File: config.mk
export PLATFORM = sky130hd
export DESIGN_NAME = args_encode_flat
export DESIGN_NICKNAME = d
export VERILOG_FILES = /design/src/rtl/args_encode_if.sv /design/src/rtl/args_encode.sv /design/src/flat_wrapper.sv
export SDC_FILE = /design/constraint.sdc
export NUM_CORES = 1
export LEC_CHECK = 0
export ABC_AREA = 1
export BUFFER_PORTS_ARGS = -buffer_cell sky130_fd_sc_hd__clkbuf_2
export CORE_MARGIN = 1.5
export CORE_UTILIZATION = 40
export DETAILED_ROUTE_END_ITERATION = 8
export GPL_TIMING_DRIVEN = 0
export PLACE_DENSITY = 0.6
export SETUP_SLACK_MARGIN = 0.5
export SLEW_MARGIN = 10
export SYNTH_ARGS = -nofsm -noshare
export SYNTH_HDL_FRONTEND = slang
export SYNTH_SLANG_ARGS = --single-unit
File: constraint.sdc
create_clock -name clk -period 2.3 [get_ports clk]
set_clock_uncertainty 0.2 [all_clocks]
set_input_delay 0.23 -clock clk [delete_from_list [all_inputs] [get_ports clk]]
set_output_delay 0.23 -clock clk [all_outputs]
set_load 0.005 [all_outputs]
File: src/rtl/args_encode_if.sv
// rtl/args_encode_if.sv - request/grant/channel-number bundle for args_encode
interface args_encode_if #(
    parameter int N = 2
);
    localparam int W = 1 << N;

    logic [W-1:0] req;
    logic         rdy;
    logic         vld;
    logic [N-1:0] c;
    logic [W-1:0] gnt;
    logic [W-1:0] ack;

    // Encoder side: consumes requests and ready, drives the channel number.
    modport master (
        input  req,
        input  rdy,
        output vld,
        output c,
        output gnt,
        output ack
    );

    // Requester/consumer side.
    modport slave (
        output req,
        output rdy,
        input  vld,
        input  c,
        input  gnt,
        input  ack
    );
endinterface

File: src/rtl/args_encode.sv
// rtl/args_encode.sv - round-robin arbitrating encoder with valid/ready channel-number output
module args_encode #(
    parameter int N = 2
) (
    input  logic       clk,
    input  logic       rst,
    args_encode_if.master bus
);
    localparam int W = 1 << N;

    typedef enum logic {
        IDLE,
        OUT
    } state_t;

    state_t       state_q, state_n;
    logic [N-1:0] ptr_q, ptr_n;
    logic [N-1:0] c_q, c_n;
    logic [W-1:0] gnt_q, gnt_n;
    logic [W-1:0] ack_q, ack_n;
    logic         vld_q, vld_n;
    logic [N-1:0] pick;
    logic [N-1:0] idx;

    // Round-robin search: scanning from the far end toward ptr leaves the
    // closest requester at or after ptr as the winner.
    always_comb begin
        pick = ptr_q;
        idx  = '0;
        for (int k = W - 1; k >= 0; k--) begin
            idx = ptr_q + N'(k);
            if (bus.req[idx]) begin
                pick = idx;
            end
        end
    end

    // Next-state and next-output logic; every output is registered below.
    always_comb begin
        state_n = state_q;
        ptr_n   = ptr_q;
        c_n     = c_q;
        gnt_n   = gnt_q;
        vld_n   = vld_q;
        ack_n   = '0;
        case (state_q)
            IDLE: begin
                if (|bus.req) begin
                    c_n        = pick;
                    gnt_n      = '0;
                    gnt_n[pick] = 1'b1;
                    vld_n      = 1'b1;
                    state_n    = OUT;
                end else begin
                    vld_n = 1'b0;
                    gnt_n = '0;
                end
            end
            OUT: begin
                // Grant is committed: req is ignored until the handshake.
                if (bus.rdy) begin
                    vld_n   = 1'b0;
                    gnt_n   = '0;
                    ack_n   = gnt_q;
                    ptr_n   = c_q + 1'b1;
                    state_n = IDLE;
                end
            end
            default: begin
                state_n = IDLE;
                vld_n   = 1'b0;
                gnt_n   = '0;
            end
        endcase
    end

    // State and output registers; reset discards any grant in flight.
    always_ff @(posedge clk or negedge rst) begin
        if (!rst) begin
            state_q <= IDLE;
            ptr_q   <= '0;
            c_q     <= '0;
            gnt_q   <= '0;
            ack_q   <= '0;
            vld_q   <= 1'b0;
        end else begin
            state_q <= state_n;
            ptr_q   <= ptr_n;
            c_q     <= c_n;
            gnt_q   <= gnt_n;
            ack_q   <= ack_n;
            vld_q   <= vld_n;
        end
    end

    assign bus.vld = vld_q;
    assign bus.c   = c_q;
    assign bus.gnt = gnt_q;
    assign bus.ack = ack_q;
endmodule
File: src/flat_wrapper.sv
// flat-port wrapper written by rule: the top's interface ports become plain ports
module args_encode_flat 
#(
    parameter int N = 2
)
  (clk, rst, bus_req, bus_rdy, bus_vld, bus_c, bus_gnt, bus_ack);
  args_encode_if #(.N(N)) bus_i ();
  input  logic clk;
  input  logic rst;
  input wire logic [$bits(bus_i.req)-1:0] bus_req;
  input wire logic [$bits(bus_i.rdy)-1:0] bus_rdy;
  output wire logic [$bits(bus_i.vld)-1:0] bus_vld;
  output wire logic [$bits(bus_i.c)-1:0] bus_c;
  output wire logic [$bits(bus_i.gnt)-1:0] bus_gnt;
  output wire logic [$bits(bus_i.ack)-1:0] bus_ack;
  assign bus_i.req = bus_req;
  assign bus_i.rdy = bus_rdy;
  assign bus_vld = bus_i.vld;
  assign bus_c = bus_i.c;
  assign bus_gnt = bus_i.gnt;
  assign bus_ack = bus_i.ack;
  args_encode #(.N(N)) u_core (.clk(clk), .rst(rst), .bus(bus_i));
endmodule
Word level (Yosys, flattened, before mapping)
Index checks and enable logic that the tools add are counted.

storage, ports and cells
  flip-flop bits (word level) = 14
  latch bits = 0
  memory bits (writable) = 0
  memory bits (read-only) = 0
  output and inout port bits = 11
  memories kept = 0

operators by class
  add/subtract/negate cells = 4
  multipliers = 0
  divide/modulo/power cells = 0
  magnitude comparators = 6
  eq/ne operators = 1
  shift operators = 0
  muxes and demuxes = 24
  bitwise operators = 1
  reduce and logical (&&, ||, !) cells = 4

operator list
  kind                                                                                 number
  4-bit two-way mux                                                                    4
  2-bit by 3-bit < comparator with 1-bit output, second input constant                 5
  1-bit binary-select mux with 2-bit select                                            4
  1-bit two-way mux                                                                    8
  2-bit two-way mux                                                                    4
  4-bit one-hot mux with 2 select lines                                                1
  2-bit by 1-bit adder with 2-bit output, second input constant                        2
  2-bit adder, second input constant                                                   2
  1-bit one-hot mux with 2 select lines                                                2
  2-bit AND reduction                                                                  2
  4-bit OR reduction                                                                   1
  1-bit demux with 2-bit select                                                        1
  2-bit by 1-bit greater-or-equal comparator with 1-bit output, second input constant  1
  2-bit != test, second input constant                                                 1
  1-bit logical AND                                                                    1
  1-bit inverter                                                                       1

Longest topological paths before layout
  depth after elaboration = 13
  gate-level depth with buffers = 11

Least setup slack after synthesis
No wires, ideal clock.

  kind = reg2reg
  start point = register u_core.ptr_q[0]
  end point = register u_core.gnt_q[1] (netlist: u_core.bus.gnt[1])
  setup time = 118 ps
  data arrival time = 1,124 ps
  required time = 1,982 ps
  setup slack = 858 ps
  cell stages (with the launch flop) = 10
  path buffers = 1
  cells stage by stage = dfrtp_1 buf_6 o21ai_2 nand2_1 nand2_1 inv_1 nand2_2 nand3_1 nand4_1 nand2_1

on the way
  word-level cells in the longest chain between the ends = 13
  elaborated cells between the ends (all ways) = 22

RTL lines
  what                                                                                                                                                        RTL line           RTL
  start, declared                                                                                                                                             args_encode.sv:17  logic [N-1:0] ptr_q, ptr_n;
  start signal, assigned                                                                                                                                      args_encode.sv:88  ptr_q <= ptr_n;
  2-bit adder                                                                                                                                                 args_encode.sv:31  idx = ptr_q + N'(k);
  1-bit binary-select mux with 2-bit select                                                                                                                   args_encode.sv:32  if (bus.req[idx]) begin
  1-bit two-way mux (not written as such)                                                                                                                     args_encode.sv:32
  2-bit two-way mux (3 in series)                                                                                                                             args_encode.sv:32
  2-bit two-way mux (*)                                                                                                                                       args_encode.sv:32
  2-bit by 3-bit < comparator with 1-bit output (not written as such) / 2-bit by 1-bit greater-or-equal comparator with 1-bit output (equally long branches)  args_encode.sv:51  gnt_n[pick] = 1'b1;
  1-bit logical AND (not written as such)                                                                                                                     args_encode.sv:51
  1-bit two-way mux (not written as such)                                                                                                                     args_encode.sv:51
  1-bit demux with 2-bit select (*)                                                                                                                           -
  4-bit two-way mux (*)                                                                                                                                       args_encode.sv:48  if (|bus.req) begin
  4-bit one-hot mux with 2 select lines (*)                                                                                                                   args_encode.sv:46  case (state_q)
  end signal, assigned                                                                                                                                        args_encode.sv:90  gnt_q <= gnt_n;
  end, declared                                                                                                                                               args_encode.sv:19  logic [W-1:0] gnt_q, gnt_n;

Every way passes the cells marked *; elsewhere a longest branch is shown, timed or not. The select of a mux whose other input is x is not followed.
A chain may end at the register's enable or synchronous reset.

Worst setup path in the final report
Same ends and word-level chain as after synthesis.

==> qor.csv <==
stage;metric;value;unit
outcome;status;finished, final reports clean;
die;die_h;46.9;um
die;die-width;46.9;um
synth;post-synth-top-count-cell;nand2_1;
flow_run;maxCapViolCount;0;
clock_tree;clock_path_buffers;2;
die;area_of_the_die;0.00220;sq mm
synth;yosysTopAreaCellShare;45.5;%
die;initial_utilization;43.6;%
drt;wl_per_cell;10.5;um
worst_hold_path;worst_hold_path_type;in -> async;
power;power_density;1360;mW/mm^2
finish;ff_latch_area;350;sq um
synth;yosys.area.top_type;dfrtp_1;
global_route;maximum_number_of_pins_on_one_net_before_global_route_repair;15;
timing;rsz0062_at_grt;no;
synth;yosysUniqueCellTypes;15;
synth;yosys_warnings;0;
synth;synth-seq-area-share;45.5;%
clock_tree;cts-root-buf;clkbuf_4;
drt;drt_pre_antenna_iters;4;
drt;route.detailed.drc;0;
global_route;grt_pass1_vias;640;
synth;synth_top_cells_by_count;48 x nand2_1, 15 x inv_1, 14 x dfrtp_1, 7 x nand3_1, 6 x nor2_1;
global_route;met2_usage;25.5;%
finish;growth_of_design_area_from_synthesis_to_finish;22.4;%
global_route;global_route.usage.met1;26.5;%
timing;finalWorstPathRequiredPeriod;1.67;ns
timing;finalCritPeriodShare;72.5;%
finish;filler_cell_count;179;
clock_tree;number_of_buffers_inserted_during_clock_tree_synthesis;3;
finish;num-nets-final;140;
clock_tree;cts_tree;done;
critical_path;cp_startpoint_kind;flip-flop;
die;design.portCount;18;
placement;place.gp.congestion;0.856;
placement;dp.final_hpwl;1.29;mm
timing;report.final.hold_viol_count;0;
timing;tightest_slew;0.349;ns
global_route;antenna_found_initial;0;
clock_tree;worst_skew_pair.late_latency;0.28;ns
synth;synthesis.area_per_instance;7.06;sq um
critical_path;worst_r2r_startpoint;u_core.ptr_q[0]$_DFFE_PN0P_;
timing;timing.final.setup_violations;0;
synth;syn-cell-area;769;sq um
global_route;grt.met3_usage;6.92;%
drt;detail-route-antenna-nets;0;
placement;buffer_ports.inserted;17;
critical_path;worstPathMaxFanout;7;
drt;dr_total_vias;744;
timing;fmax;600;MHz
timing;slew_viol_final;0;
drt;detail_route.wirelength;1.64;mm
finish;layout-drive-gt1-share;21.2;%
synth;postSynthNetCount;116;
die;rows;15;
synth;commonest_register_cell_after_synthesis;dfrtp_1;
critical_path;worst_ep_arrival;1.64;ns
drt;drt_iter0_drc;16;
synth;ys_seq_elements;14;
synth;synth_top_cells_by_area;dfrtp_1 46%, nand2_1 23%, inv_1 7.3%;
critical_path;cp_data_required_time;2.27;ns
global_route;grt_pass1_wl;2.75;mm
critical_path;crit_path_end_kind;flip-flop;
global_route;grt.total_usage;17.8;%
finish;final_design_area_no_fill;942;sq um
clock_tree;clock_transition_at_path_regs;0.09;ns
timing;setup_total_negative_slack;0;ns
placement;detailed_place.area;886;sq um
timing;maxSlewHeadroom;76.8;%
critical_path;ff2ff_setup_slack;0.63;ns
clock_tree;htree_levels;1;
finish;num_antenna_cells;0;
global_route;grt_overflow;0;
global_route;grt_busiest_layer;met1;
power;max-vdd-ir-drop;726;uV
synth;ys_async_sr_fraction;100;%
critical_path;timing.rr.end;u_core.bus.gnt[1]$_DFFE_PN0P_;
critical_path;criticalPathCategory;reg -> reg;
critical_path;reg2reg_depth;10;
clock_tree;cts_resized;0;
die;core-area;0.00176;sq mm
power;total_leakage_power;0.555;nW
finish;multiInputGateArea;348;sq um
synth;synth_cells;109;
clock_tree;cts.sinks;14;
clock_tree;cts_post_setup_buffers_inserted;0;
drt;detail_route.vias_per_cell;4.74;
synth;synth_enable_flop_cells;0;
[metal layers]
| metal | vias up | routed length [um] | part of all wire (%) |
|---|---|---|---|
| met3 | 2 | 115 | 7.0 |
| li1 | 384 | - | - |
| met5 | - | 0 | 0 |
| met1 | 332 | 835 | 51 |
| met2 | 26 | 684 | 42 |
| met4 | 0 | 8 | 0.49 |
[critical path, stage by stage (launching register included)]
cell     delay (ns)
dfrtp_1        0.42
inv_2          0.13
nand2_1        0.08
nand3_1        0.15
nand2_1        0.07
inv_1          0.05
nand2_1        0.06
nand2_2        0.09
nand3_1        0.11
nand4_1        0.12
nand2_1        0.06
[cell type report]
| type | count | area share [%] |
|---|---|---|
| multi-input cells | 78 | 36.9 |
| flip-flops and latches | 14 | 37.2 |
| repair buffers | 19 | 11.2 |
| well taps | 25 | 3.32 |
| clock buffers | 4 | 3.85 |
| plain buffers | 1 | 1.20 |
| inverters | 16 | 6.37 |
[where the power goes]
group | total, mW | internal (mW) | switching [mW]
Clock | 0.175 | 0.0963 | 0.0789
Sequential | 0.400 | 0.327 | 0.0724
Combinational | 0.711 | 0.257 | 0.454
[stage by stage]
step	setup WS [ns]	util (%)	std cells	hold slack [ns]	total power, mW
floorplan	0.858	-	109	-0.266	0.918
CTS	0.666	53.4	157	0.190	1.28
detailed placement	0.680	50.2	151	-0.0521	1.11
finish	0.633	53.4	157	0.177	1.29
global route	0.505	53.4	157	0.212	1.42
global placement	0.683	50.2	151	-0.0458	1.09
[registers in the layout (all words and copies together) (netlist names)]
name,flops
u_core.bus.c,2
u_core.state_q,1
u_core.bus.gnt,4
u_core.bus.ack,4
u_core.ptr_q,2
u_core.bus.vld,1
[timing repair]
item                                   in CTS  in global routing
endpoints found under the hold margin      15                  0
setup endpoints to repair                   0                  0
hold buffers                                2                  0
[worst max path at each step]
stage,startpoint,to,slack [ns],cells past startpoint
finish,u_core.ptr_q[0]$_DFFE_PN0P_,u_core.bus.gnt[1]$_DFFE_PN0P_,0.63,10
global route,u_core.ptr_q[1]$_DFFE_PN0P_,u_core.bus.gnt[1]$_DFFE_PN0P_,0.51,10
CTS,u_core.ptr_q[0]$_DFFE_PN0P_,u_core.bus.gnt[1]$_DFFE_PN0P_,0.67,10
detailed placement,u_core.ptr_q[0]$_DFFE_PN0P_,u_core.bus.gnt[1]$_DFFE_PN0P_,0.68,10
global placement,u_core.ptr_q[0]$_DFFE_PN0P_,u_core.bus.gnt[1]$_DFFE_PN0P_,0.68,9
floorplan,u_core.ptr_q[0]$_DFFE_PN0P_,u_core.bus.gnt[1]$_DFFE_PN0P_,0.86,9
[placed cells by master (no fill, tap or decap), drive strengths merged]
| master | Yosys | layout |
|---|---|---|
| buf | 1 | 1 |
| clkbuf | 0 | 21 |
| dfrtp | 14 | 14 |
| dlygate4sd3 | 0 | 2 |
| inv | 16 | 16 |
| nand2 | 51 | 51 |
| nand3 | 8 | 8 |
| nand3b | 1 | 1 |
| nand4 | 4 | 4 |
| nor2 | 6 | 6 |
| nor4 | 1 | 1 |
| o21ai | 6 | 6 |
| xnor2 | 1 | 1 |
[logic make-up (layout without fill, tap and decap cells)]
| family | count (synthesis) | after routing | share of synthesized area, % |
|---|---|---|---|
| AO/OA/AOI/OAI | 6 | 6 | 4.39 |
| XOR/XNOR | 1 | 1 | 1.14 |
| buffers and inverters | 17 | 40 | 9.27 |
| flip-flops | 14 | 14 | 45.5 |
| AND/OR/NAND/NOR | 71 | 71 | 39.7 |
Power figures use the tool's default switching activity.
